## config.mk

```make
export PLATFORM = sky130hd
export DESIGN_NAME = uart_tx_buffered
export DESIGN_NICKNAME = d
export VERILOG_FILES = /design/src/rtl/uart_tx_buffered_pkg.sv /design/src/rtl/sync_fifo.sv /design/src/rtl/uart_tx_buffered.sv
export SDC_FILE = /design/constraint.sdc
export NUM_CORES = 1
export LEC_CHECK = 0
export ABC_AREA = 1
export CAP_MARGIN = 0
export CORE_MARGIN = 1
export CORE_UTILIZATION = 37
export CTS_CLUSTER_SIZE = 10
export DETAILED_ROUTE_END_ITERATION = 10
export DONT_BUFFER_PORTS = 1
export PLACE_DENSITY = 0.49
export SLEW_MARGIN = 20
export SYNTH_ARGS = -nofsm -noshare
export SYNTH_HDL_FRONTEND = slang
export SYNTH_HIERARCHICAL = 1
export SYNTH_SLANG_ARGS = --single-unit
```

## constraint.sdc

```tcl
create_clock -name clk -period 3.1 [get_ports clk]
set_clock_uncertainty 0.05 [all_clocks]
set_input_delay 0.465 -clock clk [delete_from_list [all_inputs] [get_ports clk]]
set_output_delay 0.465 -clock clk [all_outputs]
set_load 0.02 [all_outputs]
```

## src/rtl/uart_tx_buffered_pkg.sv

```systemverilog
// Shared UART definitions: parity-mode codes, frame state encoding and a parity helper.
// Kept free of transmitter specifics so a receiver can import the same encodings.
package uart_tx_buffered_pkg;

    localparam int PAR_NONE = 0;
    localparam int PAR_ODD  = 1;
    localparam int PAR_EVEN = 2;

    typedef enum logic [2:0] {
        ST_IDLE  = 3'd0,
        ST_START = 3'd1,
        ST_DATA  = 3'd2,
        ST_PAR   = 3'd3,
        ST_STOP  = 3'd4
    } uart_state_t;

    // Unused upper data bits must be zero so they do not disturb the XOR.
    function automatic logic parity_bit(input logic [7:0] data, input int mode);
        return (mode == PAR_ODD) ? ~(^data) : (^data);
    endfunction

endpackage

```

## src/rtl/sync_fifo.sv

```systemverilog
// Single-clock FIFO with occupancy count; data visible at the head combinationally.
// Push while full and pop while empty are ignored; pointers wrap modulo DEPTH.
module sync_fifo #(
    parameter int WIDTH = 8,
    parameter int DEPTH = 16
) (
    input  logic                     clk,
    input  logic                     reset,
    input  logic                     push,
    input  logic [WIDTH-1:0]         push_data,
    input  logic                     pop,
    output logic [WIDTH-1:0]         pop_data,
    output logic                     full,
    output logic                     empty,
    output logic [$clog2(DEPTH):0]   count
);

    localparam int AW = $clog2(DEPTH);
    localparam int CW = AW + 1;

    logic [WIDTH-1:0] mem [DEPTH];
    logic [AW-1:0]    wr_ptr;
    logic [AW-1:0]    rd_ptr;
    logic             do_push;
    logic             do_pop;

    assign do_push  = push && !full;
    assign do_pop   = pop && !empty;
    assign full     = (count == CW'(DEPTH));
    assign empty    = (count == '0);
    assign pop_data = mem[rd_ptr];

    always_ff @(posedge clk or posedge reset) begin
        if (reset) begin
            wr_ptr <= '0;
            rd_ptr <= '0;
            count  <= '0;
        end else begin
            if (do_push) wr_ptr <= wr_ptr + AW'(1);
            if (do_pop)  rd_ptr <= rd_ptr + AW'(1);
            case ({do_push, do_pop})
                2'b10:   count <= count + CW'(1);
                2'b01:   count <= count - CW'(1);
                default: count <= count;
            endcase
        end
    end

    // Storage needs no reset: contents are only reachable through the pointers.
    always_ff @(posedge clk) begin
        if (do_push) mem[wr_ptr] <= push_data;
    end

endmodule

```

## src/rtl/uart_tx_buffered.sv

```systemverilog
// Buffered UART transmitter: a word pushed into an empty idle FIFO starts its start bit one edge later.
// Pushes while full are dropped and flagged in the sticky overflow bit; frames run back to back.
module uart_tx_buffered
    import uart_tx_buffered_pkg::*;
#(
    parameter int DIVISOR    = 2604,
    parameter int DATA_BITS  = 8,
    parameter int PARITY     = 0,
    parameter int STOP_BITS  = 1,
    parameter int FIFO_DEPTH = 16
) (
    input  logic                          clk,
    input  logic                          reset,
    input  logic                          wr_en,
    input  logic [DATA_BITS-1:0]          wr_data,
    input  logic                          clr_ovf,
    output logic                          full,
    output logic                          empty,
    output logic [$clog2(FIFO_DEPTH):0]   count,
    output logic                          busy,
    output logic                          overflow,
    output logic                          txd
);

    localparam int BAUD_W = $clog2(DIVISOR);
    localparam int BIT_W  = $clog2(DATA_BITS);

    localparam logic [BAUD_W-1:0] BAUD_LAST = BAUD_W'(DIVISOR - 1);
    localparam logic [BIT_W-1:0]  DATA_LAST = BIT_W'(DATA_BITS - 1);
    localparam logic [BIT_W-1:0]  STOP_LAST = BIT_W'(STOP_BITS - 1);

    uart_state_t            state, state_n;
    logic [BAUD_W-1:0]      baud_cnt, baud_n;
    logic [BIT_W-1:0]       bit_cnt, bit_n;
    logic [DATA_BITS-1:0]   shift, shift_n;
    logic                   par_q, par_n;
    logic                   txd_n;
    logic                   bit_end;
    logic                   load;
    logic                   fifo_pop;
    logic [DATA_BITS-1:0]   head_data;

    sync_fifo #(
        .WIDTH (DATA_BITS),
        .DEPTH (FIFO_DEPTH)
    ) u_fifo (
        .clk       (clk),
        .reset     (reset),
        .push      (wr_en),
        .push_data (wr_data),
        .pop       (fifo_pop),
        .pop_data  (head_data),
        .full      (full),
        .empty     (empty),
        .count     (count)
    );

    assign busy    = (state != ST_IDLE);
    assign bit_end = (baud_cnt == BAUD_LAST);

    always_comb begin
        state_n  = state;
        baud_n   = baud_cnt;
        bit_n    = bit_cnt;
        shift_n  = shift;
        par_n    = par_q;
        txd_n    = txd;
        load     = 1'b0;
        fifo_pop = 1'b0;

        if (state != ST_IDLE) begin
            baud_n = bit_end ? '0 : baud_cnt + BAUD_W'(1);
        end

        case (state)
            ST_IDLE: begin
                txd_n = 1'b1;
                if (!empty) load = 1'b1;
            end
            ST_START: begin
                if (bit_end) begin
                    state_n = ST_DATA;
                    txd_n   = shift[0];
                end
            end
            ST_DATA: begin
                if (bit_end) begin
                    if (bit_cnt == DATA_LAST) begin
                        bit_n = '0;
                        if (PARITY != PAR_NONE) begin
                            state_n = ST_PAR;
                            txd_n   = par_q;
                        end else begin
                            state_n = ST_STOP;
                            txd_n   = 1'b1;
                        end
                    end else begin
                        bit_n   = bit_cnt + BIT_W'(1);
                        shift_n = shift >> 1;
                        txd_n   = shift[1];
                    end
                end
            end
            ST_PAR: begin
                if (bit_end) begin
                    state_n = ST_STOP;
                    txd_n   = 1'b1;
                end
            end
            ST_STOP: begin
                if (bit_end) begin
                    if (bit_cnt == STOP_LAST) begin
                        bit_n = '0;
                        // A waiting word starts on this very edge so frames abut.
                        if (!empty) load    = 1'b1;
                        else        state_n = ST_IDLE;
                    end else begin
                        bit_n = bit_cnt + BIT_W'(1);
                    end
                end
            end
            default: begin
                state_n = ST_IDLE;
                txd_n   = 1'b1;
            end
        endcase

        if (load) begin
            fifo_pop = 1'b1;
            state_n  = ST_START;
            shift_n  = head_data;
            par_n    = parity_bit(8'(head_data), PARITY);
            txd_n    = 1'b0;
            baud_n   = '0;
            bit_n    = '0;
        end
    end

    always_ff @(posedge clk or posedge reset) begin
        if (reset) begin
            state    <= ST_IDLE;
            baud_cnt <= '0;
            bit_cnt  <= '0;
            shift    <= '0;
            par_q    <= 1'b0;
            txd      <= 1'b1;
        end else begin
            state    <= state_n;
            baud_cnt <= baud_n;
            bit_cnt  <= bit_n;
            shift    <= shift_n;
            par_q    <= par_n;
            txd      <= txd_n;
        end
    end

    // A drop on the same edge as a clear keeps the flag set.
    always_ff @(posedge clk or posedge reset) begin
        if (reset) begin
            overflow <= 1'b0;
        end else if (wr_en && full) begin
            overflow <= 1'b1;
        end else if (clr_ovf) begin
            overflow <= 1'b0;
        end
    end

endmodule
```

==> results of run 1 <==
## cell usage in the layout (no fill, tap or decap)
master / n
a21oi_1: 2
buf_12: 1
buf_4: 27
clkbuf_16: 17
clkinv_1: 2
clkinv_2: 1
clkinv_4: 1
dfrtp_1: 39
dfrtp_2: 1
dfstp_2: 1
dlygate4sd3_1: 1
edfxtp_1: 128
fa_1: 1
ha_1: 12
ha_4: 1
inv_1: 102
inv_2: 5
inv_6: 6
inv_8: 5
nand2_1: 284
nand2_2: 2
nand2_4: 2
nand3_1: 94
nand3_2: 1
nand4_1: 13
nor2_1: 89
nor2_2: 5
nor2_4: 4
nor3_1: 6
nor4_2: 1
o21ai_0: 13
o21ai_2: 1
o21ai_4: 1
o21bai_1: 2
o31ai_1: 1
or2_2: 1
xnor2_1: 4
xor2_1: 8
## cells by family (layout without fill, tap and decap cells)
group                    after synthesis  in the layout
AO/OA/AOI/OAI                         20             20
XOR/XNOR                              12             12
adder cells (fa/ha/maj)               14             14
flip-flops                           169            169
AND/OR/NAND/NOR                      502            502
buffers and inverters                132            168
## flip-flops by register name, summed over array words and instances (netlist names)
name / flops
u_fifo/mem: 128
u_fifo/wr_ptr: 4
state: 3
baud_cnt: 12
shift: 8
txd: 1
overflow: 1
u_fifo/rd_ptr: 4
bit_cnt: 3
u_fifo/count: 5
## layout make-up
cell class,instances,area (um2),share of cell area [%]
clock buffers,17,425,4.75
clock inverters,14,126,1.41
inverters,108,405,4.53
multi-input cells,548,2540,28.4
flip-flops and latches,169,4870,54.4
well taps,275,344,3.84
repair buffers,29,233,2.60
## cells in the mapped netlist, types with 2 or more instances
cell      number
nand2_2        2
inv_1        102
buf_4          2
o21ai_0       13
xor2_1         8
nand3_1       94
nand2_1      284
inv_2          5
dfrtp_1       40
nand2_4        2
a21oi_1        2
clkbuf_1       4
buf_6          2
nor3_1         6
buf_2         15
nand4_1       13
nor2_4         4
edfxtp_1     128
o21bai_1       2
ha_1          13
nor2_1        89
nor2_2         5
xnor2_1        4
## how the worst min path moves through the flow
stage	startpoint	end	slack, ns
after floorplan	reset	u_fifo/count[0]	0.29
after global placement	reset	u_fifo/count[2]	0.38
after detailed placement	reset	u_fifo/count[2]	0.38
after CTS	wr_data[2]	u_fifo/mem[8][2]	0.05
after global routing	wr_data[3]	u_fifo/mem[11][3]	0.05
final	wr_data[2]	u_fifo/mem[10][2]	0.08
## report_power, final
part           leakage (uW)  internal [uW]  switching [uW]
Combinational       0.00194            210             435
Clock              0.000277           1060             973
Sequential          0.00167           2650             128
## metal layers
layer  up-vias  routed length, um  global-route usage, %  share of wire (%)
li1       2784                  -                      -                  -
met1      2560               8810                   25.2                 48
met2        74               8620                   27.8                 47
met3        12                733                   3.83                4.0
met4         0                170                   4.28               0.93
met5         -                  0                      0                  0
## timing repair
item	CTS	global route
hold buffers	1	0
setup endpoints to repair	0	1
hold endpoints to repair	40	0
resized for setup	0	2
setup buffers	0	0
## through the flow
| step | util (%) | std cells |
|---|---|---|
| 2_1_floorplan | - | 849 |
| 3_3_place_gp | 39.8 | 1128 |
| 3_5_place_dp | 39.8 | 1128 |
| 4_1_cts | 42.5 | 1160 |
| 5_1_grt | 42.6 | 1160 |
| 6_report | 42.6 | 1160 |
==> impl_metrics.yaml, run 1 <==
synthesis:
  synth_xor_xnor_area_share_pct: 1.32
  synth_cells: 849
  synthTopCellsByArea: "edfxtp_1, nand2_1, dfrtp_1"
  ys_warn_count: 6
  ys.flop_type: "edfxtp_1"
  synth-seq-cells: 169
  synth_simple_gate_area_share_pct: 26.7
  synth-compound-area-share_pct: 1.54
  synth.cell_area_um2: 7940
  synth_top_area_cell: "edfxtp_1"
  synthAdderAreaFrac_pct: 2.30
  synth.distinct_cells: 33
  muxShareOfSynthArea_pct: 0
  synth_top_area_share_pct: 48.4
  synth-async-reset-ratio_pct: 24.3
  synth_edf_count: 128
  syn-num-nets: 875
  synth_top_family_by_area: "simple AND/OR/NAND/NOR gates"
  synth_area_per_cell_um2: 9.35
  ys_seq_area_share_pct: 61.3
cells_and_area:
  drive_above_1_share_pct: 9.49
  fin_nets: 899
  diodes: 0
  fin_area_um2: 8950
  nFillCells: 2055
  syn_to_final_growth_pct: 12.7
critical_path:
  worstSetupStartpointType: "register"
  worst-path-stages: 22
  slowest_delay_ns: 0.39
  crit_path_end: "u_fifo/count[4]"
  cp_top_family: "simple AND/OR/NAND/NOR gates"
  critPathMaxFanout: 5
  timing.rr.end: "u_fifo/count[4]"
  cp.arrival_ns: 3.02
  path_cells: "ha_1 > inv_1 > nor2_2 > nand2_2 > nor2_4 > nand2_4 > o21ai_4 > nand2_4 > inv_1 > nand2_1 > inv_1 > ha_4 > inv_1 > fa_1 > inv_1 > nand2_1 > nand2_1 > nand2_1 > nand2_1 > nand2_1 > nand2_1 > nand2_1"
  cp-startpoint: "baud_cnt[0]"
  crit_buf_inv: 5
  reg2reg_depth: 22
  regToRegSetupSlack_ns: 0.36
  path_class: "reg -> reg"
  crit_slowest_cell: "dfrtp_1"
  path_common_cell: "nand2_1"
  r2r_start: "baud_cnt[0]"
  endpoint_kind: "register"
  required_ns: 3.38
clock_network:
  clk-insertion-delay-late_ns: 0.43
  cts_buffers: 17
  cts_buffer_depth: 2
  cts_tree: "built"
  ctsRootBufferMaster: "clkbuf_16"
  clk_pin_slew_ns: 0.08
  htreeDepth: 4
  clock-sinks: 169
timing:
  setup_viol: 0
  drv_slew: 0
  fmax_mhz: 365
  whs_ns: 0.0753
  fin_tns_setup_ns: 0
  fin_crit_sh_pct: 88.4
  worst_slew_pin_slew_ns: 0.899
  rsz0062_at_grt: "false"
  hold_viol: 0
  post-route-min-period_ns: 2.74
  maxSlewHeadroom_pct: 40.1
  setup_ws_ns: 0.359
global_routing:
  grtUsageTotal_pct: 17.8
  grt_antenna_before_repair: 0
  grt_start_max_net_pins: 82
  grt_pass1_vias: 5154
  grt.overflow.total: 0
  grt_first_pass_wirelength_mm: 29.3
pwr:
  power.density_nw_per_um2: 610
  leakagePower_uw: 0.00389
  ir_worst_vdd_v: 0.000301
  p_total_uw: 5460
placement:
  post_dp_cell_area_um2: 8380
  place_ws_ns: 0.260
  dp_hpwl_mm: 11.7
  finalWeightedCongestion: 0.780
  numPortBuffers: 0
floorplan:
  start_util_pct: 37.8
  die_h_um: 148
  core_area_um2: 21000
  ios: 22
  die_w_um: 148
  rows: 53
  dieArea_um2: 22000
hold_path:
  hp-class: "in -> reg"
  worstHoldPathCells: 0
drt:
  final_antenna_net_count: 0
  routed_wl_mm: 18.3
  vias_per_cell: 4.68
  wire_per_inst_um: 15.8
  via_count: 5430
  drc: 0
  drt_iter0_drc: 347
  firstDrtPassIters: 5
status:
  status: "completed"
run:
  cap_violations: 0
No activity file was read; power rests on OpenSTA's default activity.
==> run 2, diff against run 1 <==
--- a/config.mk
+++ b/config.mk
@@ -13,7 +13,7 @@
 export DETAILED_ROUTE_END_ITERATION = 10
 export DONT_BUFFER_PORTS = 1
 export PLACE_DENSITY = 0.49
-export SLEW_MARGIN = 20
+export SETUP_SLACK_MARGIN = 0.2
 export SYNTH_ARGS = -nofsm -noshare
 export SYNTH_HDL_FRONTEND = slang
 export SYNTH_HIERARCHICAL = 1
==> run 2 against run 1 <==
Power barely moved. Highest routed layer unchanged. Register-to-register slack better by 0.05 ns. Critical endpoint unchanged. Largest cell class unchanged. Sequential cell count unchanged. Sequential power about the same. Final cell count rose by 0.43%. Combinational power barely moved. Sequential share of layout area decreased by 0.26 points. Largest power group unchanged.
==> impl_metrics.yaml, run 2 (same netlist as run 1, synthesis figures left out) <==
hold_path:
  min_to: "u_fifo/mem[10][2]"
  hp-class: "in -> reg"
  min_from: "wr_data[2]"
  worstHoldPathCells: 0
clock_network:
  ctsRootBufferMaster: "clkbuf_16"
  htreeDepth: 4
  clk_pin_slew_ns: 0.08
  clock-sinks: 169
  cts_tree: "built"
  cts_buffers: 17
  clk-insertion-delay-late_ns: 0.43
  cts_buffer_depth: 2
timing:
  maxSlewHeadroom_pct: 40.3
  fin_crit_sh_pct: 86.8
  fin_tns_setup_ns: 0
  whs_ns: 0.0751
  post-route-min-period_ns: 2.69
  setup_viol: 0
  hold_viol: 0
  fmax_mhz: 372
  worst_slew_pin_slew_ns: 0.895
  drv_slew: 0
  rsz0062_at_grt: "false"
drt:
  final_antenna_net_count: 0
  drc: 0
  wire_per_inst_um: 15.8
  routed_wl_mm: 18.4
  via_count: 5462
  vias_per_cell: 4.69
  drt_iter0_drc: 353
  firstDrtPassIters: 5
cells_and_area:
  drive_above_1_share_pct: 10.3
  fin_nets: 904
  seq_area_um2: 4870
  nFillCells: 2050
  final_common_cell: "nand2_1"
  syn_to_final_growth_pct: 13.3
  largest_reg_flops: 128
  diodes: 0
  layout_common_cells: "nand2_1, edfxtp_1, inv_1, nand3_1, nor2_1"
  largestRegisters: "u_fifo/mem: 128 flops, baud_cnt: 12 flops, shift: 8 flops"
  fin_area_um2: 8990
  largest-register: "u_fifo/mem"
  multiInputGateArea_um2: 2550
placement:
  dp_hpwl_mm: 11.7
  post_dp_cell_area_um2: 8380
  numPortBuffers: 0
  finalWeightedCongestion: 0.780
critical_path:
  endpoint_kind: "register"
  regToRegSetupSlack_ns: 0.41
  reg2reg_depth: 22
  r2r_start: "baud_cnt[0]"
  timing.rr.end: "u_fifo/count[4]"
  critPathMaxFanout: 5
  path_class: "reg -> reg"
  worstSetupStartpointType: "register"
  required_ns: 3.38
  cp.arrival_ns: 2.97
pwr:
  p_total_uw: 5460
  ir_worst_vdd_v: 0.000301
  leakagePower_uw: 0.00391
  power.density_nw_per_um2: 607
floorplan:
  start_util_pct: 37.8
  ios: 22
  core_area_um2: 21000
  die_h_um: 148
  dieArea_um2: 22000
  die_w_um: 148
  rows: 53
global_routing:
  grt_first_pass_wirelength_mm: 29.3
  grt_pass1_vias: 5154
  grt.overflow.total: 0
  grt_start_max_net_pins: 82
  grtUsageTotal_pct: 17.8
  grt_antenna_before_repair: 0
status:
  status: "completed"
run:
  cap_violations: 0
## run 2: cell count changes in the layout (fill, tap and decap cells not counted), sizes merged
cell	before	now
buf	28	33
## run 2: routing by layer
metal	track usage (%)	vias up	part of all wire [%]
li1	-	2791	-
met1	25.2	2571	48
met2	27.8	85	47
met3	3.83	15	4.3
met4	4.28	0	0.99
met5	0	-	0
## run 2: worst max-delay path by stage
| stage | start | end | slack (ns) | cells after the start |
|---|---|---|---|---|
| after global routing | baud_cnt[0] | u_fifo/count[4] | 0.17 | 22 |
| after CTS | baud_cnt[0] | u_fifo/count[4] | 0.26 | 22 |
| final | baud_cnt[0] | u_fifo/count[4] | 0.41 | 22 |
| after floorplan | u_fifo/count[0] | u_fifo/count[4] | 0.27 | 16 |
| after global placement | baud_cnt[0] | u_fifo/count[4] | 0.33 | 22 |
| after detailed placement | baud_cnt[0] | u_fifo/count[4] | 0.26 | 22 |
## run 2: repair_timing
item / 4_1_cts / 5_1_grt
setup buffers: 0 / 5
hold buffers: 1 / 0
endpoints found under the hold margin: 40 / 0
endpoints found under the setup margin: 0 / 2
gates resized for setup: 0 / 5
## run 2: cell type report
cell class / instances / area share (%)
Multi-Input combinational cell: 548 / 28.4
Clock inverter: 14 / 1.41
Inverter: 108 / 4.51
Timing Repair Buffer: 34 / 3.01
Sequential cell: 169 / 54.2
Clock buffer: 17 / 4.73
Tap cell: 275 / 3.83
## run 2: worst max-delay path, stage by stage (launching register included)
cell     delay (ns)
dfrtp_1        0.39
ha_2           0.19
inv_1          0.06
nor2_2         0.14
nand2_2        0.08
nor2_4         0.11
nand2_4        0.08
o21ai_4        0.19
nand2_4        0.06
inv_1          0.07
nand2_1        0.08
inv_2          0.08
ha_4           0.15
inv_1          0.06
fa_1           0.36
inv_1          0.08
nand2_1        0.08
nand2_2        0.07
nand2_1        0.05
nand2_1        0.05
nand2_1        0.04
nand2_1        0.05
nand2_1        0.04
## run 2: stage by stage
| stage | std cells | utilization [%] | setup slack [ns] |
|---|---|---|---|
| 6_report | 1165 | 42.8 | 0.408 |
| 5_1_grt | 1165 | 42.8 | 0.170 |
| 4_1_cts | 1160 | 42.5 | 0.259 |
| 3_5_place_dp | 1128 | 39.8 | 0.260 |
| 3_3_place_gp | 1128 | 39.8 | 0.332 |
| 2_1_floorplan | 849 | - | 0.270 |
## run 2: power by group
| part | internal, uW | switching (uW) | total, uW |
|---|---|---|---|
| Combinational | 210 | 435 | 645 |
| Sequential | 2650 | 128 | 2780 |
| Clock | 1060 | 977 | 2040 |
==> run 3, diff against run 2 <==
--- a/config.mk
+++ b/config.mk
@@ -12,7 +12,7 @@
 export CTS_CLUSTER_SIZE = 10
 export DETAILED_ROUTE_END_ITERATION = 10
 export DONT_BUFFER_PORTS = 1
-export PLACE_DENSITY = 0.49
+export PLACE_DENSITY = 0.54
 export SETUP_SLACK_MARGIN = 0.2
 export SYNTH_ARGS = -nofsm -noshare
 export SYNTH_HDL_FRONTEND = slang
==> constraint.sdc (replaced) <==
create_clock -name clk -period 2.9 [get_ports clk]
set_clock_uncertainty 0.05 [all_clocks]
set_input_delay 0.435 -clock clk [delete_from_list [all_inputs] [get_ports clk]]
set_output_delay 0.435 -clock clk [all_outputs]
set_load 0.02 [all_outputs]
==> run 3 against run 2 <==
Worst hold slack worse by 0.044 ns. Largest power group unchanged. Sequential cell count unchanged. Power up 12%. Critical path type unchanged. Clock-buffer cell count unchanged. Combinational power up 15%. Die area unchanged. Largest cell class unchanged. Non-clock buffer count up 9. Core utilization up 0.83 points. Cell area up 1.9%. First-iteration DRC count down 12%. Via count up 0.48%.
==> impl_metrics.yaml, run 3 (same netlist as run 1, synthesis figures left out) <==
global_routing:
  grtUsageTotal_pct: 17.3
  grt_first_pass_wirelength_mm: 28.6
  grt.overflow.total: 0
  grt_pass1_vias: 5252
  grt_start_max_net_pins: 82
  grt_antenna_before_repair: 0
timing:
  fmax_mhz: 393
  fin_crit_sh_pct: 87.7
  whs_ns: 0.0315
  worst_slew_pin_slew_ns: 0.888
  setup_viol: 0
  hold_viol: 0
  maxSlewHeadroom_pct: 40.8
  fin_tns_setup_ns: 0
  rsz0062_at_grt: "true"
  drv_slew: 0
  post-route-min-period_ns: 2.54
drt:
  final_antenna_net_count: 0
  firstDrtPassIters: 5
  drc: 0
  vias_per_cell: 4.67
  wire_per_inst_um: 15.2
  drt_iter0_drc: 309
  routed_wl_mm: 17.8
  via_count: 5488
clock_network:
  clk_pin_slew_ns: 0.09
  clk-insertion-delay-late_ns: 0.44
  clock-sinks: 169
  ctsRootBufferMaster: "clkbuf_16"
  htreeDepth: 4
  cts_tree: "built"
  cts_buffers: 17
  cts_buffer_depth: 2
pwr:
  sequentialPowerShare_pct: 48.2
  power.density_nw_per_um2: 666
  leakagePower_uw: 0.00398
  sw_frac_of_total_pct: 29.7
  ir_worst_vdd_v: 0.000388
  pwr-share-clk_pct: 39.7
  power.internal_uw: 4300
  pwr-share-comb_pct: 12.2
  p_sw_uw: 1810
floorplan:
  die_w_um: 148
  rows: 53
  die_h_um: 148
  dieArea_um2: 22000
  core_area_um2: 21000
  ios: 22
  start_util_pct: 37.8
critical_path:
  critPathMaxFanout: 5
  endpoint_kind: "register"
  cp.arrival_ns: 2.83
  required_ns: 3.18
  worstSetupStartpointType: "register"
  path_class: "reg -> reg"
run:
  cap_violations: 0
cells_and_area:
  largest-register: "u_fifo/mem"
  final_common_cell: "nand2_1"
  diodes: 0
  largest_reg_flops: 128
  largestRegisters: "u_fifo/mem: 128 flops, baud_cnt: 12 flops, shift: 8 flops"
  drive_above_1_share_pct: 12.2
  syn_to_final_growth_pct: 15.5
  fin_nets: 913
  fin_util_pct: 43.6
  layout_common_cells: "nand2_1, edfxtp_1, inv_1, nand3_1, nor2_1"
placement:
  dp_hpwl_mm: 11.4
  numPortBuffers: 0
  finalWeightedCongestion: 0.811
hold_path:
  hp-class: "in -> reg"
status:
  status: "completed"
[run 3: cell types whose count changed in the layout (fill, tap and decap cells not counted), moves of 4 or more]
cell	delta
inv_2	+5
clkinv_8	+6
buf_4	+9
inv_1	-5
inv_8	-4
inv_12	+6
inv_6	-4
[run 3: worst paths after layout]
check / slack [ns] / end / cells after the start / startpoint
max: 0.36 / u_fifo/count[4] / 22 / baud_cnt[1]
min reg2reg: 0.45 / shift[3] / 2 / shift[4]
min: 0.03 / u_fifo/mem[9][7] / 0 / wr_data[7]
max in group asynchronous: 1.97 / u_fifo/rd_ptr[0] / 2 / reset
min in group asynchronous: 0.44 / u_fifo/count[0] / 2 / reset
max reg2reg: 0.36 / u_fifo/count[4] / 22 / baud_cnt[1]
[run 3: worst max-delay path, stage by stage (launching register included)]
cell and delay, ns:
dfrtp_1 0.36, ha_2 0.19, inv_2 0.06, nor2_4 0.09, nand2_2 0.07, nor2_4 0.11
nand2_4 0.07, o21ai_4 0.19, nand2_4 0.06, inv_2 0.06, nand2_2 0.06, inv_2 0.08
ha_4 0.16, inv_2 0.05, fa_2 0.33, inv_2 0.06, nand2_1 0.05, nand2_1 0.08
nand2_1 0.06, nand2_1 0.05, nand2_1 0.04, nand2_1 0.05, nand2_1 0.05
[run 3: power groups by stage]
stage	registers [uW]	clock network, uW	logic, uW
after CTS	2940	2460	747
after global routing	2970	2550	836
after detailed placement	3000	0	742
after floorplan	3010	0	458
final	2940	2420	743
after global placement	2990	0	733
[run 3: per-stage QoR]
stage / cell area [um2] / total power (uW) / setup slack (ns) / instances
after global routing: 9170 / 6350 / 0.179 / 1175
after floorplan: 7960 / 3470 / 0.203 / 849
final: 9170 / 6110 / 0.357 / 1175
after global placement: 8410 / 3730 / 0.178 / 1130
after detailed placement: 8410 / 3740 / 0.133 / 1130
after CTS: 9110 / 6160 / 0.230 / 1168
[run 3: routing by layer]
layer	vias up	track usage, %	share of wire [%]
met1	2591	23.9	49
met2	71	27.1	47
met5	-	0	0
met3	17	3.07	2.9
li1	2809	-	-
met4	0	6.44	1.8
[run 3: area by class of cell]
cell class / count / area [um2]
fillers: 2060 / 11900
flip-flops and latches: 169 / 4870
multi-input cells: 548 / 2560
clock buffers: 17 / 425
inverters: 108 / 405
well taps: 275 / 344
repair buffers: 43 / 338
clock inverters: 15 / 224
[run 3: timing repair]
item                                   CTS  global route
gates resized for setup                  1             7
hold buffers                             1             0
endpoints found under the hold margin   40             0
buffers inserted                         5             7
pin swaps                                2             6
setup endpoints to repair                1             2
